File: src/rtl/word_packer_pkg.sv
// -----------------------------------------------------------------------------
// word_packer_pkg
//   Shared helpers for word_packer.
//   slot_offset : bit offset of word k inside an output word, honouring the
//                 compile-time endianness.
//   clamp_words : maps a requested word count onto 1..max_words; 0 and
//                 out-of-range requests select max_words.
// -----------------------------------------------------------------------------
package word_packer_pkg;

   function automatic int slot_offset(input int k, input int max_words,
                                      input int in_width, input bit big_endian);
      if (big_endian)
         return (max_words - 1 - k) * in_width;
      else
         return k * in_width;
   endfunction

   function automatic int clamp_words(input int n, input int max_words);
      if (n == 0 || n > max_words)
         return max_words;
      else
         return n;
   endfunction

endpackage

File: src/rtl/word_packer.sv
// -----------------------------------------------------------------------------
// word_packer
//   Packs a stream of IN_WIDTH-bit words into OUT_WIDTH-bit output words with
//   a runtime word count, early close via a last flag and valid/ready
//   handshakes on both sides.
//
// Ports
//   clk_i        in   clock, rising edge
//   reset_i      in   asynchronous active-high reset
//   num_words_i  in   words per output word (0 or >MAX_WORDS => MAX_WORDS),
//                     sampled when the first word of an output word is taken
//   in_data_i    in   input word
//   in_valid_i   in   input word present
//   in_last_i    in   accepted word closes the current output word
//   in_ready_o   out  block accepts in_data_i this cycle
//   out_data_o   out  packed output word, unfilled slots zero
//   out_words_o  out  number of valid words in out_data_o
//   out_valid_o  out  output word present, held until accepted
//   out_ready_i  in   consumer accepts the output this cycle
// -----------------------------------------------------------------------------
module word_packer
   import word_packer_pkg::*;
#(
   parameter int IN_WIDTH   = 8,
   parameter int MAX_WORDS  = 4,
   parameter int BIG_ENDIAN = 0,
   localparam int OUT_WIDTH = IN_WIDTH * MAX_WORDS,
   localparam int CNT_W     = $clog2(MAX_WORDS + 1)
) (
   input  logic                 clk_i,
   input  logic                 reset_i,
   input  logic [CNT_W-1:0]     num_words_i,
   input  logic [IN_WIDTH-1:0]  in_data_i,
   input  logic                 in_valid_i,
   input  logic                 in_last_i,
   output logic                 in_ready_o,
   output logic [OUT_WIDTH-1:0] out_data_o,
   output logic [CNT_W-1:0]     out_words_o,
   output logic                 out_valid_o,
   input  logic                 out_ready_i
);

   localparam bit BE = (BIG_ENDIAN != 0);

   logic [OUT_WIDTH-1:0] acc;
   logic [CNT_W-1:0]     cnt;
   logic [CNT_W-1:0]     tgt;

   logic [CNT_W-1:0]     num_clamped;
   logic [CNT_W-1:0]     eff_tgt;
   logic                 completing;
   logic                 in_beat;
   logic                 out_beat;
   logic [OUT_WIDTH-1:0] merged;

   // Completion and ready depend only on registered state and control inputs,
   // never on in_data_i, so no data-to-ready combinational path exists.
   always_comb begin
      // NOTE: every combinational output gets a default first so no path
      // through this block can infer a latch.
      num_clamped = CNT_W'(clamp_words(int'(num_words_i), MAX_WORDS));
      eff_tgt     = tgt;
      completing  = 1'b0;
      merged      = '0;

      // At the first word of an output word the fresh count applies.
      if (cnt == '0)
         eff_tgt = num_clamped;

      completing = in_valid_i && (in_last_i || (cnt == eff_tgt - CNT_W'(1)));

      // Slots not yet written are zero, so OR-ing the shifted word suffices.
      merged = ((cnt == '0) ? '0 : acc)
             | (OUT_WIDTH'(in_data_i) << slot_offset(int'(cnt), MAX_WORDS, IN_WIDTH, BE));
   end

   // Only a completing word has to wait for the output register to drain.
   assign in_ready_o = !out_valid_o || out_ready_i || !completing;
   assign in_beat    = in_valid_i && in_ready_o;
   assign out_beat   = out_valid_o && out_ready_i;

   always_ff @(posedge clk_i or posedge reset_i) begin
      if (reset_i) begin
         acc         <= '0;
         cnt         <= '0;
         tgt         <= CNT_W'(MAX_WORDS);
         out_data_o  <= '0;
         out_words_o <= '0;
         out_valid_o <= 1'b0;
      end else begin
         // NOTE: non-blocking assignments throughout, so every branch below
         // sees the pre-edge values and later writes override earlier ones.
         if (out_beat)
            out_valid_o <= 1'b0;

         if (in_beat) begin
            if (cnt == '0)
               tgt <= num_clamped;

            if (completing) begin
               out_data_o  <= merged;
               out_words_o <= cnt + CNT_W'(1);
               out_valid_o <= 1'b1;
               acc         <= '0;
               cnt         <= '0;
            end else begin
               acc <= merged;
               cnt <= cnt + CNT_W'(1);
            end
         end
      end
   end

endmodule

File: config.mk
export PLATFORM = sky130hd
export DESIGN_NAME = word_packer
export DESIGN_NICKNAME = d
export VERILOG_FILES = /design/src/rtl/word_packer_pkg.sv /design/src/rtl/word_packer.sv
export SDC_FILE = /design/constraint.sdc
export NUM_CORES = 1
export LEC_CHECK = 0
export CORE_MARGIN = 8
export CORE_UTILIZATION = 48
export DETAILED_ROUTE_END_ITERATION = 10
export PLACE_DENSITY = 0.73
export SLEW_MARGIN = 20
export SYNTH_ARGS = -nofsm -noshare
export SYNTH_HDL_FRONTEND = slang
export SYNTH_SLANG_ARGS = --single-unit
export TNS_END_PERCENT = 10
File: constraint.sdc
create_clock -name clk_i -period 3 [get_ports clk_i]
set_input_delay 0.45 -clock clk_i [delete_from_list [all_inputs] [get_ports clk_i]]
set_output_delay 0.45 -clock clk_i [all_outputs]
set_load 0.02 [all_outputs]
======== Word level (Yosys, flattened, before mapping) ========
Index checks and enable logic that the tools add are counted.
cells by class
  add/subtract/negate cells ............... 2
  $lt $le $gt $ge ......................... 1
  equality and inequality tests ........... 1
  shift operators ......................... 1
  mux-type cells .......................... 8
  bitwise logic cells ..................... 1
  reduce and logical (&&, ||, !) cells .... 12
operator list
  cell                 count
  $mux 32              2
  $or 32x32->32        1
  $shl 8x6->32         1
  $mux 3               3
  $logic_not 3->1      2
  $logic_or 1x1->1     4
  $add 3x1->3 const B  1
  $eq 3x3->1           1
  $gt 3x3->1 const B   1
  $logic_and 1x1->1    3
  $mux 1               3
  $sub 3x1->3 const B  1
  $logic_not 1->1      2
  $reduce_and 2->1     1
storage, ports and cells
  register bits ........................... 74
  input port bits ......................... 16
  output and inout port bits .............. 37
  word-level logic and storage cells ...... 32

======== Depth between registers and ports, before layout ========
Gate-level depths: netlist (run 1).
  depth after elaboration ................. 12
  gate-level depth with buffers ........... 16
  mapped depth without buffers ............ 12

======== Least setup slack after synthesis (run 1) ========
Ideal clock, no wire load.
  path kind ............................... input-to-reg
  start point ............................. input port num_words_i[0]
  end point ............................... register acc[10]
  setup time .............................. 0.121 ns
  data arrival time ....................... 3.019 ns
  path slack .............................. -0.140 ns
  stages on the path ...................... 12
  cells stage by stage .................... or2_2 > ha_1 > and4bb_4 > a21oi_4 > ha_1 > xor2_1 > nand2_1 > mux2i_2 > a211oi_4 > mux2_4 > buf_6 > a22o_1
on the way
  word-level cells in the longest chain between the ends .. 11
  elaborated cells between the ends (all ways) .. 13
RTL lines
  item                                           line                   text
  from (decl)                                    word_packer.sv:32      input logic [CNT_W-1:0] num_words_i,
  $gt 3x3->1 or $logic_not 3->1 (tied branches)  word_packer_pkg.sv:20  if (n == 0 || n > max_words)
  $logic_or 1x1->1                               word_packer_pkg.sv:20
  $mux 3 (*)                                     word_packer_pkg.sv:20
  $mux 3 (*)                                     -
  $sub 3x1->3 (*)                                word_packer.sv:70      completing = in_valid_i && (in_last_i || (cnt == eff_tgt - CNT_W'(1)));
  $eq 3x3->1 (*)                                 word_packer.sv:70
  $logic_or 1x1->1 (*)                           word_packer.sv:70
  $logic_and 1x1->1 (*)                          word_packer.sv:70
  $logic_not 1->1                                word_packer.sv:78      assign in_ready_o = !out_valid_o || out_ready_i || !completing;
  $logic_or 1x1->1                               word_packer.sv:78
  $logic_and 1x1->1                              word_packer.sv:79      assign in_beat = in_valid_i && in_ready_o;
  to (signal assigned)                           word_packer.sv:107     acc <= merged;
  to (decl)                                      word_packer.sv:45      logic [OUT_WIDTH-1:0] acc;
Every way passes the cells marked *; elsewhere a longest branch is shown, timed or not.
A chain may end at the register's enable or synchronous reset.

======== Worst setup path after layout (run 1) ========
  start point ............................. input port num_words_i[0]
  end point ............................... output port in_ready_o
on the way
  word-level cells in the longest chain between the ends .. 10
  elaborated cells between the ends (all ways) .. 11
RTL lines
  item                                           line                   text
  $gt 3x3->1 or $logic_not 3->1 (tied branches)  word_packer_pkg.sv:20
  $logic_or 1x1->1                               word_packer_pkg.sv:20
  $mux 3 (*)                                     word_packer_pkg.sv:20
  $mux 3 (*)                                     -
  $sub 3x1->3 (*)                                word_packer.sv:70
  $eq 3x3->1 (*)                                 word_packer.sv:70
  $logic_or 1x1->1 (*)                           word_packer.sv:70
  $logic_and 1x1->1 (*)                          word_packer.sv:70
  $logic_not 1->1 (*)                            word_packer.sv:78
  $logic_or 1x1->1 (*)                           word_packer.sv:78
  to (decl)                                      word_packer.sv:36      output logic in_ready_o,
Marked as above.

==> results of run 1 <==
[power groups by stage]
stage | clock network [mW] | registers [mW] | logic [mW]
2_1_floorplan | 0 | 1.59 | 0.916
3_3_place_gp | 0 | 1.43 | 1.77
3_5_place_dp | 0 | 1.44 | 1.80
4_1_cts | 0.803 | 1.42 | 1.87
5_1_grt | 0.852 | 1.46 | 2.20
6_report | 0.796 | 1.43 | 2.04
[flip-flops by register name, indices dropped and copies added (netlist names)]
register	count
tgt	3
out_valid_o	1
out_data_o	32
acc	32
out_words_o	3
cnt	3
[worst max path at each step]
| stage | from | end | slack [ns] |
|---|---|---|---|
| finish | num_words_i[0] | in_ready_o | 0.02 |
| global placement | num_words_i[0] | in_ready_o | -0.71 |
| floorplan | cnt[0] | acc[10] | 0.01 |
| global route | cnt[1] | in_ready_o | -0.06 |
| CTS | cnt[0] | in_ready_o | 0.002 |
| detailed placement | num_words_i[0] | in_ready_o | -0.78 |
[cells in the final DEF, fill, tap and decap left out, types with 2 or more instances in the layout]
master	count
dfrtp_1	73
o21ai_0	69
clkdlybuf4s50_1	48
a22o_1	33
a22oi_1	32
buf_4	32
clkbuf_8	9
inv_2	4
nor3_1	4
nand2_1	4
inv_1	4
mux2i_1	4
and2_1	3
mux2_2	3
ha_4	3
nand2b_1	2
nand2_2	2
a21oi_4	2
and2_2	2
clkinvlp_4	2
clkinv_4	2
buf_2	2
buf_6	2
[stage by stage]
step           power [mW]  cell area (um2)  TNS, ns  util (%)  instances
6_report            4.264             4343        0     64.64        446
5_1_grt             4.512             4343  -0.1080     64.64        446
4_1_cts             4.099             4252        0     63.28        442
3_5_place_dp        3.243             4028   -36.45     59.94        424
3_3_place_gp        3.195             4028   -31.01     59.94        424
2_1_floorplan       2.510             3343        0         -        296
[worst reg2reg max path, delay by kind of cell (launching register included)]
family,cells,cell delay [ns]
compound gates,3,0.70
xor+xnor,1,0.16
fa+ha+maj,2,0.41
buf+inv,3,0.33
flops,1,0.36
mux,2,0.55
simple gates,2,0.29
[area by class of cell]
| class | instances | area [um2] |
|---|---|---|
| fill | 515 | 2376 |
| sequential | 74 | 1853 |
| multi-input combinational | 182 | 1375 |
| timing repair buffer | 86 | 782.0 |
| clock buffer | 9 | 123.9 |
| tap | 80 | 100.1 |
| clock inverter | 7 | 78.83 |
| inverter | 8 | 30.03 |
[kinds of logic after synthesis]
kind of cell	count (synthesis)	share of synthesized area, %
AO/OA/AOI/OAI	141	28.53
XOR/XNOR	3	0.7947
adder cells (fa/ha/maj)	4	1.513
buffers and inverters	40	5.713
flip-flops	74	56.03
multiplexers	9	3.102
AND/OR/NAND/NOR	25	4.314
[routing by layer]
metal	share of wire [%]	routed length (um)
met5	0	0
met4	1.6	144
met3	6.3	548
met2	48	4206
met1	44	3831
[what timing repair did]
| item | CTS | global route |
|---|---|---|
| gates resized for setup | 18 | 14 |
| setup buffers | 2 | 4 |
| pin swaps | 7 | 9 |
| setup endpoints to repair | 69 | 55 |
==> out/qor.csv, run 1 <==
stage,metric,value,unit
timing,period_needed,2.976,ns
floorplan,die_x,99,um
place,place.gp.congestion,0.7686,
grt,busiest_layer,met2,
timing,slew_headroom,65.48,%
clock_network,cts_hold_buffers,0,
synth,synth_seq_area_share,56.03,%
finish,drive_gt1_share,21.58,%
timing,max_freq,336.0,MHz
grt,grt_antenna_before_repair,0,
synth,syn_nets,316,
grt,gr-usage-met3,4.369,%
power,p_comb_share,47.9,%
synth,ys_async_sr_fraction,100.0,%
power,leakagePower,1.897,nW
critical_path,r2r_cells,13,
clock_network,path_clk_slew,0.09,ns
clock_network,clk_latency,0.35,ns
power,p_seq_share,33.4,%
critical_path,crit_buf_inv,2,
timing,worst_slew_pin_slew,0.5170,ns
synth,synth.most_common_cell,dfrtp_1,
timing,hold_viol_final,0,
synth,syn_area_per_cell,11.17,um2
power,p_sw_share,38.78,%
synth,synthFlopType,dfrtp_1,
critical_path,cp_slowest_cell,and4bb_4,
critical_path,startpoint_type,input port,
grt,grt_pass1_vias,2688,
worst_hold_path,hold_path.class,in -> async,
floorplan,die_area,0.009801,mm2
grt,grt_max_degree,36,
detailed_routing,wl_per_cell,19.58,um
floorplan,coreArea,0.006719,mm2
clock_network,htreeDepth,3,
clock_network,cts_made_buffers,9,
power,peakVddDrop,0.3518,mV
timing,setup_slack,0.02411,ns
detailed_routing,drc,0,
critical_path,cpLargestDelayFamily,simple AND/OR/NAND/NOR gates,
timing,clock_skew,0.007042,ns
finish,final_nets,381,
detailed_routing,drt_iter0_drc,245,
critical_path,crit_path_frequent_cell,ha_4,
synth,synth.yosys.warnings,0,
power,power.internal,2.610,mW
place,port_buffers,52,
synth,yosysTopAreaCellShare,55.24,%
critical_path,reg2reg_from,cnt[0],
grt,use_met1,24.20,%
floorplan,num_io_pins,53,
critical_path,path_class,in -> out,
grt,gr-usage-all-layers,17.74,%
critical_path,critPathMaxStageDelay,0.31,ns
synth,ys_top_cells_by_count,"dfrtp_1 (73), o21ai_0 (69), a22o_1 (33)",
critical_path,reg2reg_slack,0.10,ns
detailed_routing,vias,2710,
detailed_routing,wl,8.731,mm
critical_path,crit_arrival,2.53,ns
job,drv_cap,0,
synth,synth_top_area_cell,dfrtp_1,
power,power.density,981.7,mW/mm2
power,clock_power_share,18.7,%
timing,slew_violations,0,
critical_path,worst-endpoint-required,2.55,ns
timing,period_share,99.20,%
clock_network,cts.sinks,74,
timing,hold_ws,0.4489,ns
synth,synthCells,296,
place,dp_slack,-0.7763,ns
floorplan,die_y,99,um
critical_path,crit_fanout,2,
synth,yosys.cell_types.count,35,
grt,use_met2,26.30,%
synth,synth_area_leaders,"dfrtp_1 (55%), o21ai_0 (10%), a22o_1 (8.7%)",
synth,ys_ff_latch,74,
detailed_routing,vias_per_cell,6.076,
grt,grt_pass1_wl,13.91,mm
critical_path,crit_path_cell_trace,"buf_2, or2_4, ha_4, and4bb_4, a21oi_4, ha_4, xor2_4, nand2_2, mux2i_4, a21o_1, nand3_2, buf_6",
place,hpwl,5.604,mm
detailed_routing,dr.pass1.iters,5,
timing,finalSetupViolCount,0,
run_status,outcome,completed,
clock_network,tritoncts,yes,
floorplan,num_rows,30,
detailed_routing,drtAntennaViolNets,0,
critical_path,cp.depth,12,
critical_path,end_kind,output pin,
power,switching_power,1.654,mW
synth,synth_edf_count,0,
finish,syn_to_final_growth,31.33,%
synth,syn-cell-area,0.003307,mm2
finish,antenna_cells,0,
grt,overflow,0,
critical_path,rr_endpoint,acc[25],
clock_network,cts_root_buf,clkbuf_8,
clock_network,clock_path_buffers,2,
floorplan,start_util,49.22,%
No activity file was read; power rests on OpenSTA's default activity.
==> run 2, diff against run 1 <==
--- a/config.mk
+++ b/config.mk
@@ -5,8 +5,9 @@
 export SDC_FILE = /design/constraint.sdc
 export NUM_CORES = 1
 export LEC_CHECK = 0
+export ABC_AREA = 1
 export CORE_MARGIN = 8
-export CORE_UTILIZATION = 48
+export CORE_UTILIZATION = 49
 export DETAILED_ROUTE_END_ITERATION = 10
 export PLACE_DENSITY = 0.73
 export SLEW_MARGIN = 20
==> out/qor.csv, run 2 <==
stage,metric,value,unit,change
power,switching_power,1.907,mW,+15%
synth,synth.yosys.warnings,0,,unchanged
synth,synth_seq_area_share,51.69,%,-4.3 points
run_status,outcome,completed,,
synth,syn-cell-area,0.003585,mm2,+8.4%
place,port_buffers,52,,unchanged
synth,synthFlopType,dfrtp_1,,
power,power.internal,2.672,mW,+2.4%
timing,clock_skew,0.01037,ns,+0.003327 ns
finish,final_core_util,62.18,%,-2.5 points
clock_network,clock_path_buffers,2,,unchanged
critical_path,worst-endpoint-required,2.55,ns,about the same
floorplan,num_io_pins,53,,unchanged
timing,worst_slew_pin_slew,0.6544,ns,+0.1374 ns
timing,slew_violations,0,,unchanged
floorplan,die_area,0.01031,mm2,+5.2%
power,power.density,1026,mW/mm2,+4.5%
synth,synth_top_area_cell,dfrtp_1,,
power,p_comb_share,48.1,%,+0.2 points
timing,setup_slack,0.1459,ns,+0.1218 ns
clock_network,cts_made_buffers,9,,unchanged
grt,grt_max_degree,71,,+97%
detailed_routing,drc,0,,unchanged
synth,ys_ff_latch,74,,unchanged
synth,syn_area_per_cell,8.129,um2,-27%
detailed_routing,wl,8.812,mm,+0.93%
synth,ys_async_sr_fraction,100.0,%,unchanged
timing,finalSetupViolCount,0,,unchanged
critical_path,crit_path_start,num_words_i[1],,
power,peakVddDrop,0.4042,mV,+15%
critical_path,startpoint_type,input port,,
grt,grt_pass1_vias,2977,,+11%
critical_path,crit_arrival,2.40,ns,-0.13 ns
job,drv_cap,0,,unchanged
power,p_sw_share,41.64,%,+2.9 points
place,hpwl,6.022,mm,+7.5%
timing,period_share,95.14,%,-4.1 points
detailed_routing,vias_per_cell,5.111,,-16%
clock_network,cts.sinks,74,,unchanged
finish,final.fill_count,642,,+25%
clock_network,clk_latency,0.35,ns,about the same
grt,grt_pass1_wl,14.93,mm,+7.3%
power,p_seq_share,36.3,%,+2.9 points
power,clock_power_share,15.6,%,-3.1 points
synth,yosys.cell_types.count,26,,-26%
floorplan,die_x,101.5,um,+2.6%
clock_network,htreeDepth,3,,unchanged
worst_hold_path,hold_path.class,reg -> reg,,
detailed_routing,drtAntennaViolNets,0,,unchanged
critical_path,crit_fanout,3,,+1
clock_network,path_clk_slew,0.07,ns,-0.02 ns
synth,synth.most_common_cell,nand2_1,,
detailed_routing,wl_per_cell,14.79,um,-24%
timing,period_needed,2.854,ns,-0.1218 ns
synth,synth_edf_count,0,,unchanged
timing,max_freq,350.4,MHz,+4.3%
grt,gr-usage-all-layers,18.30,%,+0.55 points
synth,synth_area_leaders,"dfrtp_1 (51%), nand2_1 (15%), inv_1 (5.3%)",,
floorplan,die_y,101.5,um,+2.6%
finish,antenna_cells,0,,unchanged
clock_network,post_cts_buffers,0,,-2
finish,reg.largest.list,"acc x32, out_data_o x32",,
critical_path,path_class,in -> out,,
floorplan,coreArea,0.007176,mm2,+6.8%
timing,hold_viol_final,0,,unchanged
power,power,4.579,mW,+7.4%
finish,drive_gt1_share,10.46,%,-11 points
clock_network,tritoncts,yes,,
clock_network,cts_hold_buffers,0,,unchanged
floorplan,start_util,49.96,%,+0.74 points
synth,syn_nets,461,,+46%
worst_hold_path,min_from,tgt[2],,
place,place.gp.congestion,0.8795,,+14%
synth,yosysTopAreaCellShare,50.96,%,-4.3 points
critical_path,reg2reg_from,cnt[1],,
synth,synthCells,441,,+49%
grt,overflow,0,,unchanged
power,leakagePower,2.185,nW,+15%
finish,layout.cells.most_common,nand2_1,,
place,dp_slack,-0.3790,ns,+0.3974 ns
timing,slew_headroom,56.31,%,-9.2 points
clock_network,cts_root_buf,clkbuf_8,,
finish,fin_area,0.004462,mm2,+2.7%
critical_path,end_kind,output pin,,
detailed_routing,dr.pass1.iters,4,,-1
finish,final_cell_mix,"nand2_1 (141), dfrtp_1 (72), inv_1 (50), clkdlybuf4s50_1 (50), o21ai_0 (28)",,
detailed_routing,vias,3046,,+12%
finish,syn_to_final_growth,24.47,%,
floorplan,num_rows,31,,+3.3%
grt,grt_antenna_before_repair,0,,unchanged
finish,final_nets,513,,+35%
place,place_area,0.004244,mm2,+5.4%
synth,ys_top_cells_by_count,"nand2_1 (143), dfrtp_1 (73), inv_1 (51)",,
detailed_routing,drt_iter0_drc,234,,-4.5%
## run 2: cell count changes after synthesis, sizes merged, moves of 19 or more
cell / change
a22o: -33
nand2: +142
nand3: +26
inv: +44
o21ai: -34
nor2: +19
a22oi: -32
## run 2: timing repair
action / 4_1_cts / 5_1_grt
pin swaps: 1 / 3
resized for setup: 5 / 10
setup endpoints to repair: 1 / 1
## run 2: final timing paths
kind / depth (start not counted) / slack, ns / to
worst max-delay path: 14 / 0.15 / in_ready_o
worst min-delay path: 2 / 0.47 / tgt[2]
worst max register to register: 16 / 0.44 / out_data_o[3]
worst min register to register: 2 / 0.47 / tgt[2]
max in group asynchronous: 3 / 1.87 / acc[7]
min in group asynchronous: 2 / 0.51 / out_data_o[26]
## run 2: area by class of cell
| type | instances | area, um2 | area share (%) |
|---|---|---|---|
| sequential | 74 | 1854 | 41.56 |
| multi-input combinational | 288 | 1414 | 31.69 |
| timing repair buffer | 68 | 694.4 | 15.56 |
| inverter | 52 | 197.7 | 4.431 |
| clock buffer | 11 | 151.4 | 3.393 |
| tap | 99 | 123.9 | 2.776 |
| clock inverter | 4 | 26.28 | 0.5889 |
## run 2: cell families after synthesis
logic type	after synthesis	synth area share, %
compound gates	68	10.05
flops	74	51.69
simple gates	214	26.53
fa+ha+maj	4	1.396
xor+xnor	2	0.4887
buf+inv	79	9.843
## run 2: critical path, stage by stage
cell and delay [ns]:
clkdlybuf4s50_1 0.46, inv_1 0.05, nand2_2 0.08, ha_4 0.21, nor2_2 0.07, nand2_1 0.07
nand2_2 0.07, inv_1 0.04, ha_1 0.31, xor2_2 0.19, nand3_2 0.12, nand2_4 0.09
nand3_4 0.06, buf_6 0.14
## run 2: power groups by stage
stage / Sequential [mW] / Combinational, mW / Clock, mW
after floorplan: 1.90 / 1.15 / 0
after global placement: 1.66 / 2.14 / 0
after detailed placement: 1.68 / 2.19 / 0
after CTS: 1.67 / 2.21 / 0.727
after global routing: 1.72 / 2.44 / 0.764
final: 1.66 / 2.20 / 0.713
## run 2: metal layers
| layer | routed length [um] | global-route usage (%) |
|---|---|---|
| met1 | 3941 | 23.37 |
| met2 | 4317 | 29.33 |
| met3 | 371 | 4.605 |
| met4 | 182 | 6.415 |
| met5 | 0 | 0 |
## run 2: through the flow
stage	TNS (ns)	instances	hold slack [ns]
final	0	596	0.4705
after global placement	-0.3036	581	0.4529
after CTS	0	596	0.4748
after global routing	-0.007055	596	0.4873
after floorplan	0	441	0.4419
after detailed placement	-1.337	581	0.4583
==> run 3, diff against run 2 <==
--- a/config.mk
+++ b/config.mk
@@ -6,10 +6,12 @@
 export NUM_CORES = 1
 export LEC_CHECK = 0
 export ABC_AREA = 1
+export CORE_ASPECT_RATIO = 1.5
 export CORE_MARGIN = 8
 export CORE_UTILIZATION = 49
 export DETAILED_ROUTE_END_ITERATION = 10
 export PLACE_DENSITY = 0.73
+export REMOVE_ABC_BUFFERS = 1
 export SLEW_MARGIN = 20
 export SYNTH_ARGS = -nofsm -noshare
 export SYNTH_HDL_FRONTEND = slang
==> out/qor.csv, run 3 (synthesis results as in run 2) <==
stage,metric,value,unit,change
critical_path,r2r_cells,16,,unchanged
power,power.density,1036,mW/mm2,+0.91%
detailed_routing,vias_per_cell,5.111,,about the same
clock_network,cts_hold_buffers,0,,unchanged
grt,grt_antenna_before_repair,0,,unchanged
place,place.gp.congestion,0.8641,,-1.8%
finish,antenna_cells,0,,unchanged
critical_path,end_kind,output pin,,
clock_network,cts_root_buf,clkbuf_8,,
clock_network,htreeDepth,3,,unchanged
timing,clock_skew,0.006149,ns,-0.004219 ns
floorplan,coreArea,0.007179,mm2,about the same
grt,grt_max_degree,47,,-34%
detailed_routing,drt_iter0_drc,252,,+7.7%
grt,grt_pass1_wl,14.32,mm,-4.1%
timing,worst_slew_pin_slew,0.6240,ns,-0.03036 ns
timing,max_freq,354.3,MHz,+1.1%
detailed_routing,wl,8.636,mm,-2.0%
timing,slew_headroom,58.30,%,+2.0 points
detailed_routing,dr.pass1.iters,5,,+1
timing,hold_viol_final,0,,unchanged
job,drv_cap,0,,unchanged
power,peakVddDrop,0.5489,mV,+36%
finish,layout.cells.most_common,nand2_1,,
grt,grt_pass1_vias,3004,,+0.91%
detailed_routing,drc,0,,unchanged
detailed_routing,drtAntennaViolNets,0,,unchanged
place,port_buffers,52,,unchanged
grt,overflow,0,,unchanged
clock_network,tritoncts,yes,,
clock_network,cts.sinks,74,,unchanged
finish,final_nets,518,,+0.97%
run_status,outcome,completed,,
clock_network,cts_made_buffers,9,,unchanged
critical_path,reg2reg_from,cnt[1],,
critical_path,crit_arrival,2.37,ns,-0.03 ns
finish,drive_gt1_share,11.16,%,+0.69 points
timing,finalSetupViolCount,0,,unchanged
timing,slew_violations,0,,unchanged
floorplan,num_io_pins,53,,unchanged
timing,period_share,94.08,%,-1.1 points
timing,hold_ws,0.3859,ns,-0.08469 ns
critical_path,rr_endpoint,out_data_o[15],,
floorplan,die_x,85.84,um,-15%
floorplan,num_rows,38,,+23%
critical_path,path_class,reg -> out,,
detailed_routing,wl_per_cell,14.35,um,-3.0%
critical_path,crit_fanout,4,,+1
floorplan,die_area,0.01037,mm2,+0.55%
clock_network,clock_path_buffers,2,,unchanged
finish,final_cell_mix,"nand2_1 (141), dfrtp_1 (73), clkdlybuf4s50_1 (48)",,
critical_path,worst-endpoint-required,2.55,ns,about the same
finish,syn_to_final_growth,26.67,%,
critical_path,cp_slowest_cell,dfrtp_1,,
critical_path,crit_path_frequent_cell,inv_1,,
clock_network,path_clk_slew,0.07,ns,about the same
finish,regArea,0.001853,mm2,about the same
finish,final.fill_count,614,,-4.4%
critical_path,crit_path_cell_trace,"inv_1, ha_1, inv_1, nor2_4, nand2_1, nand2_2, inv_2, ha_2, xor2_1, nand3_2, nand2_4, nand3_4, buf_6",,
worst_hold_path,hold_path.class,in -> async,,
floorplan,start_util,49.93,%,about the same
floorplan,die_y,120.8,um,+19%
finish,reg.largest.list,"acc x32, out_data_o x32",,
detailed_routing,vias,3077,,+1.0%
critical_path,startpoint_type,flop,,
timing,period_needed,2.822,ns,-0.03161 ns
clock_network,clk_latency,0.35,ns,about the same
critical_path,reg2reg_slack,0.44,ns,about the same
finish,multi_input_area,0.001399,mm2,-1.1%
power,leakagePower,2.248,nW,+2.9%
critical_path,critPathMaxStageDelay,0.42,ns,-0.04 ns
grt,gr-usage-all-layers,17.45,%,-0.84 points
place,hpwl,5.854,mm,-2.8%
finish,final_core_util,63.25,%,+1.1 points
run 3: cell type report:
class | instances | area share (%)
flip-flops and latches | 74 | 40.81
clock inverters | 2 | 0.7716
inverters | 52 | 4.354
clock buffers | 13 | 3.720
multi-input cells | 288 | 30.81
well taps | 100 | 2.756
repair buffers | 73 | 16.78
run 3: worst max-delay path, delay by kind of cell, from the launching register on:
kind | cells | cell delay (ns)
buf+inv | 4 | 0.38
fa+ha+maj | 2 | 0.52
flops | 1 | 0.42
xor+xnor | 1 | 0.17
simple gates | 6 | 0.53
run 3: stage by stage:
stage	worst slack (ns)	total power [mW]	cells	TNS, ns	instance area [um2]
after global placement	-0.2991	3.844	583	-0.2991	4278
after CTS	0.02268	4.720	600	0	4507
final	0.1775	4.702	602	0	4541
after global routing	-0.01324	5.033	602	-0.01324	4541
after floorplan	-0.1849	2.944	414	-6.173	3430
after detailed placement	-0.4177	3.898	583	-3.000	4278
run 3: worst max-delay path by stage:
stage | from | end | slack (ns) | cells after the start
2_1_floorplan | cnt[0] | out_data_o[10] | -0.18 | 17
3_3_place_gp | num_words_i[0] | in_ready_o | -0.30 | 19
3_5_place_dp | num_words_i[0] | in_ready_o | -0.42 | 19
4_1_cts | num_words_i[0] | in_ready_o | 0.02 | 18
5_1_grt | cnt[1] | in_ready_o | -0.01 | 16
6_report | cnt[1] | in_ready_o | 0.18 | 13
run 3: what timing repair did:
action | CTS | global route
buffers inserted | 2 | 2
endpoints found under the setup margin | 1 | 1
gates resized for setup | 6 | 11
cloned | 0 | 0
pin swaps | 1 | 4
run 3: power breakdown:
part           internal (mW)  total (mW)  leakage (nW)  switching, mW
logic                  0.950        2.25          1.16           1.30
clock network          0.447       0.795         0.106          0.348
registers               1.42        1.66         0.982          0.238
run 3: layer usage:
| layer | track usage [%] | wire length (um) |
|---|---|---|
| met5 | 0 | 0 |
| met4 | 7.489 | 151 |
| met1 | 19.97 | 3541 |
| met3 | 4.484 | 447 |
| met2 | 29.96 | 4496 |
